--- config.mk ---
export PLATFORM = sky130hd
export DESIGN_NAME = fwd_scoreboard_flat
export DESIGN_NICKNAME = d
export VERILOG_FILES = /design/src/rtl/fwd_scoreboard_if.sv /design/src/rtl/fwd_scoreboard.sv /design/src/flat_wrapper.sv
export SDC_FILE = /design/constraint.sdc
export NUM_CORES = 1
export LEC_CHECK = 0
export ABC_AREA = 1
export BUFFER_PORTS_ARGS = -buffer_cell sky130_fd_sc_hd__buf_2
export CAP_MARGIN = 20
export CORE_MARGIN = 4
export CORE_UTILIZATION = 45
export DETAILED_ROUTE_END_ITERATION = 10
export PLACE_DENSITY = 0.61
export SLEW_MARGIN = 0
export SYNTH_ARGS = -nofsm -noshare
export SYNTH_HDL_FRONTEND = slang
export SYNTH_SLANG_ARGS = --single-unit
--- constraint.sdc ---
create_clock -name clk -period 2.4 [get_ports clk]
set_clock_uncertainty 0.15 [all_clocks]
set_input_delay 0.48 -clock clk [delete_from_list [all_inputs] [get_ports clk]]
set_output_delay 0.48 -clock clk [all_outputs]
set_load 0.01 [all_outputs]
--- src/rtl/fwd_scoreboard_if.sv ---
// Operand-forwarding / hazard bundle between the ID stage and fwd_scoreboard.
// master = pipeline side driving stage and ID info, slave = the scoreboard.
interface fwd_scoreboard_if #(
  parameter int NUM_STAGES = 3,
  parameter int NUM_READ   = 2,
  parameter int LAT_W      = 4,
  parameter int SEL_W      = $clog2(NUM_STAGES + 1)
);
  logic [NUM_STAGES-1:0]     stage_we;
  logic [5*NUM_STAGES-1:0]   stage_rd;
  logic [NUM_STAGES-1:0]     stage_ready;
  logic                      id_valid;
  logic [5*NUM_READ-1:0]     id_rs;
  logic [NUM_READ-1:0]       id_rs_used;
  logic                      id_we;
  logic [4:0]                id_rd;
  logic                      id_mc;
  logic [LAT_W-1:0]          id_mc_lat;
  logic                      ext_stall;
  logic                      flush;
  logic [SEL_W*NUM_READ-1:0] fwd_sel;
  logic                      stall;
  logic                      issue;
  logic [31:0]               stall_cnt;

  modport master (
    output stage_we, stage_rd, stage_ready, id_valid, id_rs, id_rs_used,
           id_we, id_rd, id_mc, id_mc_lat, ext_stall, flush,
    input  fwd_sel, stall, issue, stall_cnt
  );

  modport slave (
    input  stage_we, stage_rd, stage_ready, id_valid, id_rs, id_rs_used,
           id_we, id_rd, id_mc, id_mc_lat, ext_stall, flush,
    output fwd_sel, stall, issue, stall_cnt
  );
endinterface

--- src/rtl/fwd_scoreboard.sv ---
// Forwarding selects, load-use / multi-cycle hazard stalls and a saturating stall counter for ID.
// fwd_sel/stall/issue are combinational (0 cycles); pending state is registered; ext_stall or flush only block issue.
module fwd_scoreboard #(
  parameter int NUM_STAGES = 3,
  parameter int NUM_READ   = 2,
  parameter int LAT_W      = 4,
  parameter int SEL_W      = $clog2(NUM_STAGES + 1)
) (
  input logic            clk,
  input logic            rst_n,
  fwd_scoreboard_if.slave bus
);

  logic [LAT_W-1:0]          pend_cnt [1:31];
  logic [31:0]               pend;
  logic [31:0]               stall_cnt_q;
  logic [SEL_W*NUM_READ-1:0] sel_c;
  logic                      port_hit;
  logic                      port_rdy;
  logic [4:0]                port_rs;
  logic                      haz_nr;
  logic                      haz_pend;
  logic                      haz_waw;
  logic                      stall_c;
  logic                      issue_c;
  logic                      mc_wr;
  logic [LAT_W-1:0]          mc_load;

  always_comb begin
    pend[0] = 1'b0;
    for (int r = 1; r < 32; r++) begin
      pend[r] = (pend_cnt[r] != '0);
    end
  end

  // Scan oldest to youngest so the youngest matching stage is the last to win.
  always_comb begin
    sel_c    = '0;
    haz_nr   = 1'b0;
    haz_pend = 1'b0;
    port_hit = 1'b0;
    port_rdy = 1'b1;
    port_rs  = '0;
    for (int p = 0; p < NUM_READ; p++) begin
      port_rs  = bus.id_rs[5*p +: 5];
      port_hit = 1'b0;
      port_rdy = 1'b1;
      for (int k = NUM_STAGES - 1; k >= 0; k--) begin
        if (bus.id_rs_used[p] && bus.stage_we[k] &&
            (bus.stage_rd[5*k +: 5] != 5'd0) &&
            (bus.stage_rd[5*k +: 5] == port_rs)) begin
          port_hit = 1'b1;
          port_rdy = bus.stage_ready[k];
          sel_c[SEL_W*p +: SEL_W] = SEL_W'(k + 1);
        end
      end
      if (port_hit && !port_rdy) begin
        haz_nr = 1'b1;
      end
      // A stage match is younger than any in-flight multi-cycle result.
      if (bus.id_rs_used[p] && !port_hit && pend[port_rs]) begin
        haz_pend = 1'b1;
      end
    end
  end

  assign haz_waw = bus.id_we && (bus.id_rd != 5'd0) && pend[bus.id_rd];
  assign stall_c = bus.id_valid && (haz_nr || haz_pend || haz_waw);
  assign issue_c = bus.id_valid && !stall_c && !bus.ext_stall && !bus.flush;
  assign mc_wr   = issue_c && bus.id_mc && bus.id_we && (bus.id_rd != 5'd0);

  // The count holds the remaining stall cycles: the result lands in the register
  // file on the L-th edge and is read through in that same cycle, so L-1 remain.
  assign mc_load = (bus.id_mc_lat > LAT_W'(1)) ? (bus.id_mc_lat - LAT_W'(1)) : '0;

  always_ff @(posedge clk or negedge rst_n) begin
    if (!rst_n) begin
      for (int r = 1; r < 32; r++) begin
        pend_cnt[r] <= '0;
      end
      stall_cnt_q <= '0;
    end else begin
      for (int r = 1; r < 32; r++) begin
        if (mc_wr && (bus.id_rd == 5'(r))) begin
          pend_cnt[r] <= mc_load;
        end else if (pend[r]) begin
          pend_cnt[r] <= pend_cnt[r] - LAT_W'(1);
        end
      end
      if (stall_c && (stall_cnt_q != 32'hFFFF_FFFF)) begin
        stall_cnt_q <= stall_cnt_q + 32'd1;
      end
    end
  end

  assign bus.fwd_sel   = sel_c;
  assign bus.stall     = stall_c;
  assign bus.issue     = issue_c;
  assign bus.stall_cnt = stall_cnt_q;

endmodule

--- src/flat_wrapper.sv ---
// flat-port wrapper written by rule: the top's interface ports become plain ports
module fwd_scoreboard_flat 
#(
  parameter int NUM_STAGES = 3,
  parameter int NUM_READ   = 2,
  parameter int LAT_W      = 4,
  parameter int SEL_W      = $clog2(NUM_STAGES + 1)
)
  (clk, rst_n, bus_stage_we, bus_stage_rd, bus_stage_ready, bus_id_valid, bus_id_rs, bus_id_rs_used, bus_id_we, bus_id_rd, bus_id_mc, bus_id_mc_lat, bus_ext_stall, bus_flush, bus_fwd_sel, bus_stall, bus_issue, bus_stall_cnt);
  fwd_scoreboard_if #(.NUM_STAGES(NUM_STAGES), .NUM_READ(NUM_READ), .LAT_W(LAT_W), .SEL_W(SEL_W)) bus_i ();
  input logic clk;
  input logic rst_n;
  input wire logic [$bits(bus_i.stage_we)-1:0] bus_stage_we;
  input wire logic [$bits(bus_i.stage_rd)-1:0] bus_stage_rd;
  input wire logic [$bits(bus_i.stage_ready)-1:0] bus_stage_ready;
  input wire logic [$bits(bus_i.id_valid)-1:0] bus_id_valid;
  input wire logic [$bits(bus_i.id_rs)-1:0] bus_id_rs;
  input wire logic [$bits(bus_i.id_rs_used)-1:0] bus_id_rs_used;
  input wire logic [$bits(bus_i.id_we)-1:0] bus_id_we;
  input wire logic [$bits(bus_i.id_rd)-1:0] bus_id_rd;
  input wire logic [$bits(bus_i.id_mc)-1:0] bus_id_mc;
  input wire logic [$bits(bus_i.id_mc_lat)-1:0] bus_id_mc_lat;
  input wire logic [$bits(bus_i.ext_stall)-1:0] bus_ext_stall;
  input wire logic [$bits(bus_i.flush)-1:0] bus_flush;
  output wire logic [$bits(bus_i.fwd_sel)-1:0] bus_fwd_sel;
  output wire logic [$bits(bus_i.stall)-1:0] bus_stall;
  output wire logic [$bits(bus_i.issue)-1:0] bus_issue;
  output wire logic [$bits(bus_i.stall_cnt)-1:0] bus_stall_cnt;
  assign bus_i.stage_we = bus_stage_we;
  assign bus_i.stage_rd = bus_stage_rd;
  assign bus_i.stage_ready = bus_stage_ready;
  assign bus_i.id_valid = bus_id_valid;
  assign bus_i.id_rs = bus_id_rs;
  assign bus_i.id_rs_used = bus_id_rs_used;
  assign bus_i.id_we = bus_id_we;
  assign bus_i.id_rd = bus_id_rd;
  assign bus_i.id_mc = bus_id_mc;
  assign bus_i.id_mc_lat = bus_id_mc_lat;
  assign bus_i.ext_stall = bus_ext_stall;
  assign bus_i.flush = bus_flush;
  assign bus_fwd_sel = bus_i.fwd_sel;
  assign bus_stall = bus_i.stall;
  assign bus_issue = bus_i.issue;
  assign bus_stall_cnt = bus_i.stall_cnt;
  fwd_scoreboard #(.NUM_STAGES(NUM_STAGES), .NUM_READ(NUM_READ), .LAT_W(LAT_W), .SEL_W(SEL_W)) u_core (.clk(clk), .rst_n(rst_n), .bus(bus_i));
endmodule
==> impl_metrics.toml, run 1 <==
[sta]
period_minus_slack_ns = 2.99
hold_violations = 0
slew-limit-headroom_pct = 49.5
whs_ns = 0.402
setup_viol = 158
setup_slack_ns = -0.593
setup-tns-final_ns = -71.07
tightest_slew_ns = 0.751
rsz0062_at_grt = "yes"
maxSlewViolCount = 0
fmax_mhz = 334
min_period_over_period_pct = 125

[global_route]
use_met3_pct = 3.61
grtUsageTotal_pct = 29.6
grt.overflow.total = 0
busiest_layer = "met2"
grt_pass1_wl_um = 72700
grt_pass1_vias = 14439
grt_max_degree = 51
met1_usage_pct = 35.4
use_met2_pct = 52.9
antenna_found_initial = 0

[clocking]
htree_levels = 4
cts_tree = "built"
clk_latency_ns = 0.44
clkTransAtPathRegs_ns = 0.07
cts_sinks = 156
cts_buffer_depth = 2
cts_buffers = 17
clockRootBuffer = "clkbuf_16"

[logic_synthesis]
synth_ff_type = "dfrtp_1"
yosysUniqueCellTypes = 27
synth_area_leaders = "dfrtp_1 32%, nand2_1 22%, nand3_1 10%"
synth_mux_area_share_pct = 0
synth_compound_area_share_pct = 2.91
synthTopCellsByCount = "706 x nand2_1, 309 x inv_1, 247 x nand3_1"
netlist.area_leader.share_pct = 31.9
syn-num-nets = 2037
yosysWarnings = 0
syn_area_per_cell_um2 = 6.27
synth-seq-area-share_pct = 31.9
yosysTopAreaCell = "dfrtp_1"
synth.cell_area_mm2 = 0.0123
synth_edf_count = 0
synth_xor_area_share_pct = 8.43
ys_async_sr_fraction_pct = 100
synthAdderAreaFrac_pct = 3.47
synth_top_family_by_area = "simple AND/OR/NAND/NOR gates"
ys_ff_latch = 156
syn-instance-count = 1954
synth.most_common_cell = "nand2_1"
yosys.area_share.simple_pct = 41.1

[job]
cap_viol_max_count = 0

[worst_hold_path]
hp-class = "flop to flop"
holdPathStages = 2
min_from = "u_core.bus.stall_cnt[1]$_DFFE_PN0P_"
worstHoldEndpoint = "u_core.bus.stall_cnt[1]$_DFFE_PN0P_"

[floorplan]
die_height_um = 173
fp.dieArea_mm2 = 0.0299
core_mm2 = 0.0269
io_pins = 87
fp.dieW_um = 173
start_util_pct = 45.6
row_count = 60

[setup_path]
worstPathRequired_ns = 2.57
critPathKind = "flop to flop"
cp_max_fo = 5
reg2reg_slack_ns = -0.59
arrival_ns = 3.17
r2r_end = "u_core.pend_cnt[109]$_DFFE_PN0P_"
endpoint_kind = "flop"
startpoint_type = "flop"
rr_worst_depth = 22
rr_startpoint = "u_core.pend_cnt[104]$_DFFE_PN0P_"

[placed_design]
place.port_buffers = 86
placed_cells = 2622
place.detailed.hpwl_um = 28000
gp_congestion = 0.938
postPlaceCellArea_mm2 = 0.0153

[drt]
drt-wirelength-per-cell_um = 16.7
drt-pass1-iter-count = 5
drt-total-wl_um = 45400
vias = 14394
drtIter0Drc = 1063
via_per_inst = 5.29
antenna_left = 0
drc = 0

[layout]
fillers = 2121
utilization_pct = 70.3
drive_gt1_share_pct = 38.3
nets = 2451
num_antenna_cells = 0
fin_area_mm2 = 0.0189
area_growth_pct = 54.3
final_cells = 2722
seq_area_mm2 = 0.00390
multiInputGateArea_mm2 = 0.00880

[run_status]
violations = "negative setup slack"
status = "finished, violations left"

[power_and_ir_drop]
peakVddDrop_uv = 584
p_per_area_mw_per_mm2 = 1030
leakage_uw = 0.0101
==> state kept, by name (all words and copies together), names as in the netlist <==
register / count
u_core.bus.stall_cnt: 32
u_core.pend_cnt: 124
==> per-layer routing <==
metal	wire [um]	share of wire, %
met1	18000	40
met2	22700	50
met3	2640	5.8
met4	2070	4.6
met5	0	0
==> layout by cell type, fill, tap and decap left out, types with 22 or more instances in the layout <==
cell type / count
dfrtp_1: 156
buf_12: 32
nand3_2: 119
inv_1: 264
nand2_2: 139
xor2_1: 109
nand2_1: 533
nand4_1: 48
nor2_1: 124
nand3_1: 106
buf_2: 83
buf_4: 301
inv_2: 50
nand2_4: 27
nor3_1: 35
nand3_4: 22
o21ai_0: 38
==> worst max-delay path, cell delays in order, from the launching register on <==
cell and delay, ns:
dfrtp_1 0.42, inv_2 0.10, ha_4 0.15, buf_6 0.09, nand3_2 0.08, nand2_2 0.12
nor2_2 0.05, nor2_1 0.08, nor2_1 0.05, nand3_2 0.09, a21oi_2 0.08, nor2_1 0.13
nand4_1 0.15, buf_4 0.18, nor2_4 0.14, buf_12 0.13, buf_8 0.11, buf_12 0.11
buf_12 0.11, buf_16 0.13, nand3_2 0.06, nand2_1 0.10, nand2_1 0.06
==> through the flow <==
stage | worst slack, ns | total power (uW)
floorplan | -0.00642 | 10400
global placement | -0.778 | 14000
detailed placement | -0.833 | 14300
CTS | -0.475 | 18100
global route | -0.739 | 21200
finish | -0.593 | 19500
==> how the worst max path moves through the flow <==
stage | from | to | slack (ns) | cells past startpoint
final | u_core.pend_cnt[104]$_DFFE_PN0P_ | u_core.pend_cnt[109]$_DFFE_PN0P_ | -0.59 | 22
after global routing | u_core.pend_cnt[112]$_DFFE_PN0P_ | u_core.pend_cnt[109]$_DFFE_PN0P_ | -0.74 | 21
after CTS | u_core.pend_cnt[41]$_DFFE_PN0P_ | bus_stall | -0.47 | 16
after detailed placement | bus_id_rd[1] | u_core.pend_cnt[31]$_DFFE_PN0P_ | -0.83 | 18
after global placement | bus_id_rd[1] | u_core.pend_cnt[47]$_DFFE_PN0P_ | -0.78 | 18
after floorplan | bus_id_rs[1] | u_core.pend_cnt[89]$_DFFE_PN0P_ | -0.006 | 18
==> timing repair <==
action	CTS	global route
gates resized for setup	342	253
setup endpoints to repair	158	162
pin swaps	157	130
hold endpoints to repair	42	0
hold buffers	1	0
setup buffers	49	11
cloned	25	0
==> cell type report <==
type,instances,area share (%)
inverters,317,6.39
clock inverters,14,0.688
well taps,341,2.26
multi-input cells,1422,46.5
clock buffers,18,2.27
repair buffers,454,21.2
flip-flops and latches,156,20.7
==> power by group <==
| group | switching, uW | internal (uW) |
|---|---|---|
| Combinational | 6520 | 5790 |
| Sequential | 646 | 3830 |
| Clock | 1330 | 1370 |
==> cell families after synthesis <==
group | Yosys count
buffers and inverters | 376
XOR/XNOR | 118
flip-flops | 156
AND/OR/NAND/NOR | 1200
AO/OA/AOI/OAI | 70
adder cells (fa/ha/maj) | 34
Power figures use the tool's default switching activity.
==> run 2: changes to the inputs <==
--- a/config.mk
+++ b/config.mk
@@ -12,6 +12,7 @@
 export CORE_UTILIZATION = 45
 export DETAILED_ROUTE_END_ITERATION = 10
 export PLACE_DENSITY = 0.61
+export RECOVER_POWER = 100
 export SLEW_MARGIN = 0
 export SYNTH_ARGS = -nofsm -noshare
 export SYNTH_HDL_FRONTEND = slang
==> run 2 against run 1 <==
Net effect:
- the flow still finishes with violations (negative setup slack)
- non-clock buffer count unchanged
- utilization shrank 0.29 points
- maximum frequency is 0.34% lower
- critical path depth did not move
- via count about the same
- die area did not move
- count of clock-buffer cells in the layout did not move
- critical path type unchanged
- highest routed layer unchanged
==> impl_metrics.toml, run 2 (same netlist as run 1, synthesis figures left out) <==
[run_status]
status = "finished, violations left"
violations = "negative setup slack"

[placed_design]
place.detailed.hpwl_um = 28000
gp_congestion = 0.938
place.port_buffers = 86
postPlaceCellArea_mm2 = 0.0153

[setup_path]
critPathMaxStageDelay_ns = 0.42
critPathKind = "flop to flop"
rr_worst_depth = 22
worstPathRequired_ns = 2.57
r2r_end = "u_core.pend_cnt[109]$_DFFE_PN0P_"
arrival_ns = 3.17
startpoint_type = "flop"
endpoint_kind = "flop"
reg2reg_slack_ns = -0.60
crit_slowest_cell = "dfrtp_1"
crit_chain = "inv_2, ha_4, buf_6, nand3_2, nand2_2, nor2_2, nor2_1, nor2_1, nand3_2, a21oi_2, nor2_1, nand4_1, buf_4, nor2_4, buf_12, buf_8, buf_12, buf_12, buf_16, nand3_2, nand2_1, nand2_1"
cp_max_fo = 5
rr_startpoint = "u_core.pend_cnt[104]$_DFFE_PN0P_"

[sta]
setup-tns-final_ns = -70.93
setup_viol = 158
min_period_over_period_pct = 125
maxSlewViolCount = 0
fmax_mhz = 333
period_minus_slack_ns = 3.00
hold_violations = 0
slew-limit-headroom_pct = 2.77
rsz0062_at_grt = "yes"
setup_slack_ns = -0.603
tightest_slew_ns = 1.46

[worst_hold_path]
min_from = "u_core.bus.stall_cnt[16]$_DFFE_PN0P_"
hp-class = "flop to flop"
holdPathStages = 2
worstHoldEndpoint = "u_core.bus.stall_cnt[16]$_DFFE_PN0P_"

[layout]
largest_register_ffs = 124
area_growth_pct = 53.6
largest-register = "u_core.pend_cnt"
drive_gt1_share_pct = 36.9
layout_commonest_cell = "nand2_1"
fillers = 2155
mostFrequentLayoutCells = "533 x nand2_1, 291 x buf_4, 264 x inv_1"
fin_area_mm2 = 0.0188
utilization_pct = 70.0
nets = 2451
num_antenna_cells = 0

[global_route]
grt_pass1_wl_um = 72700
met1_usage_pct = 35.4
antenna_found_initial = 0
grt_pass1_vias = 14439
busiest_layer = "met2"
grt_max_degree = 51
use_met3_pct = 3.61
grt.overflow.total = 0
use_met2_pct = 52.9
grtUsageTotal_pct = 29.6

[power_and_ir_drop]
power_uw = 19500
clkPwrFrac_pct = 13.9
p_int_uw = 11000
p_per_area_mw_per_mm2 = 1030
leakage_uw = 0.0100
p_comb_share_pct = 63.2
peakVddDrop_uv = 586
switching_share_pct = 43.6
p_sw_uw = 8500
pwr-share-seq_pct = 23.0

[floorplan]
row_count = 60
start_util_pct = 45.6
die_height_um = 173
core_mm2 = 0.0269
io_pins = 87
fp.dieW_um = 173
fp.dieArea_mm2 = 0.0299

[clocking]
cts_tree = "built"
clkTransAtPathRegs_ns = 0.07
clockRootBuffer = "clkbuf_16"
cts_sinks = 156
cts_buffer_depth = 2
htree_levels = 4
clk_latency_ns = 0.44
cts_buffers = 17

[drt]
drtIter0Drc = 1071
drt-pass1-iter-count = 5
via_per_inst = 5.29
drt-total-wl_um = 45400
drt-wirelength-per-cell_um = 16.7
drc = 0
vias = 14388
antenna_left = 0

[job]
cap_viol_max_count = 0
==> run 2: power by group through the flow <==
| stage | registers (uW) | clock network [uW] | logic (uW) |
|---|---|---|---|
| floorplan | 4390 | 0 | 5960 |
| global placement | 4370 | 0 | 9620 |
| detailed placement | 4400 | 0 | 9880 |
| CTS | 4400 | 2730 | 10900 |
| global route | 4580 | 2850 | 13800 |
| finish | 4480 | 2700 | 12300 |
==> run 2: metrics by stage <==
stage | std cells | setup slack [ns] | hold slack (ns)
2_1_floorplan | 1954 | -0.00642 | 0.0344
3_3_place_gp | 2622 | -0.778 | 0.330
3_5_place_dp | 2622 | -0.833 | 0.333
4_1_cts | 2726 | -0.475 | 0.393
5_1_grt | 2722 | -0.739 | 0.432
6_report | 2722 | -0.603 | 0.398
==> run 2: critical path, delay by kind of cell (launching register included) <==
family / cells / cell delay [ns]
flops: 1 / 0.42
simple gates: 12 / 1.11
fa+ha+maj: 1 / 0.16
compound gates: 1 / 0.08
buf+inv: 8 / 0.96
==> run 2: cell type report <==
class | instances | area [um2] | area share, %
Clock buffer | 18 | 429 | 2.28
Tap cell | 341 | 427 | 2.27
Inverter | 317 | 1210 | 6.41
Clock inverter | 14 | 130 | 0.691
Timing Repair Buffer | 454 | 3940 | 20.9
Sequential cell | 156 | 3900 | 20.7
Multi-Input combinational cell | 1422 | 8790 | 46.7
==> run 2: worst max-delay path by stage <==
stage,from,to,slack [ns],depth (start not counted)
floorplan,bus_id_rs[1],u_core.pend_cnt[89]$_DFFE_PN0P_,-0.006,18
global placement,bus_id_rd[1],u_core.pend_cnt[47]$_DFFE_PN0P_,-0.78,18
detailed placement,bus_id_rd[1],u_core.pend_cnt[31]$_DFFE_PN0P_,-0.83,18
CTS,u_core.pend_cnt[41]$_DFFE_PN0P_,bus_stall,-0.47,16
global route,u_core.pend_cnt[112]$_DFFE_PN0P_,u_core.pend_cnt[109]$_DFFE_PN0P_,-0.74,21
finish,u_core.pend_cnt[104]$_DFFE_PN0P_,u_core.pend_cnt[109]$_DFFE_PN0P_,-0.60,22
==> run 2: metal layers <==
metal	share of wire, %	wire length (um)
met5	0	0
met4	4.7	2150
met3	5.2	2360
met2	50	22700
met1	40	18300
==> run 2: what timing repair did <==
item | CTS | global route
hold buffers | 1 | 0
buffers inserted | 49 | 11
cloned | 25 | 0
pin swaps | 157 | 130
endpoints found under the hold margin | 42 | 0
resized for setup | 342 | 253
setup endpoints to repair | 158 | 162
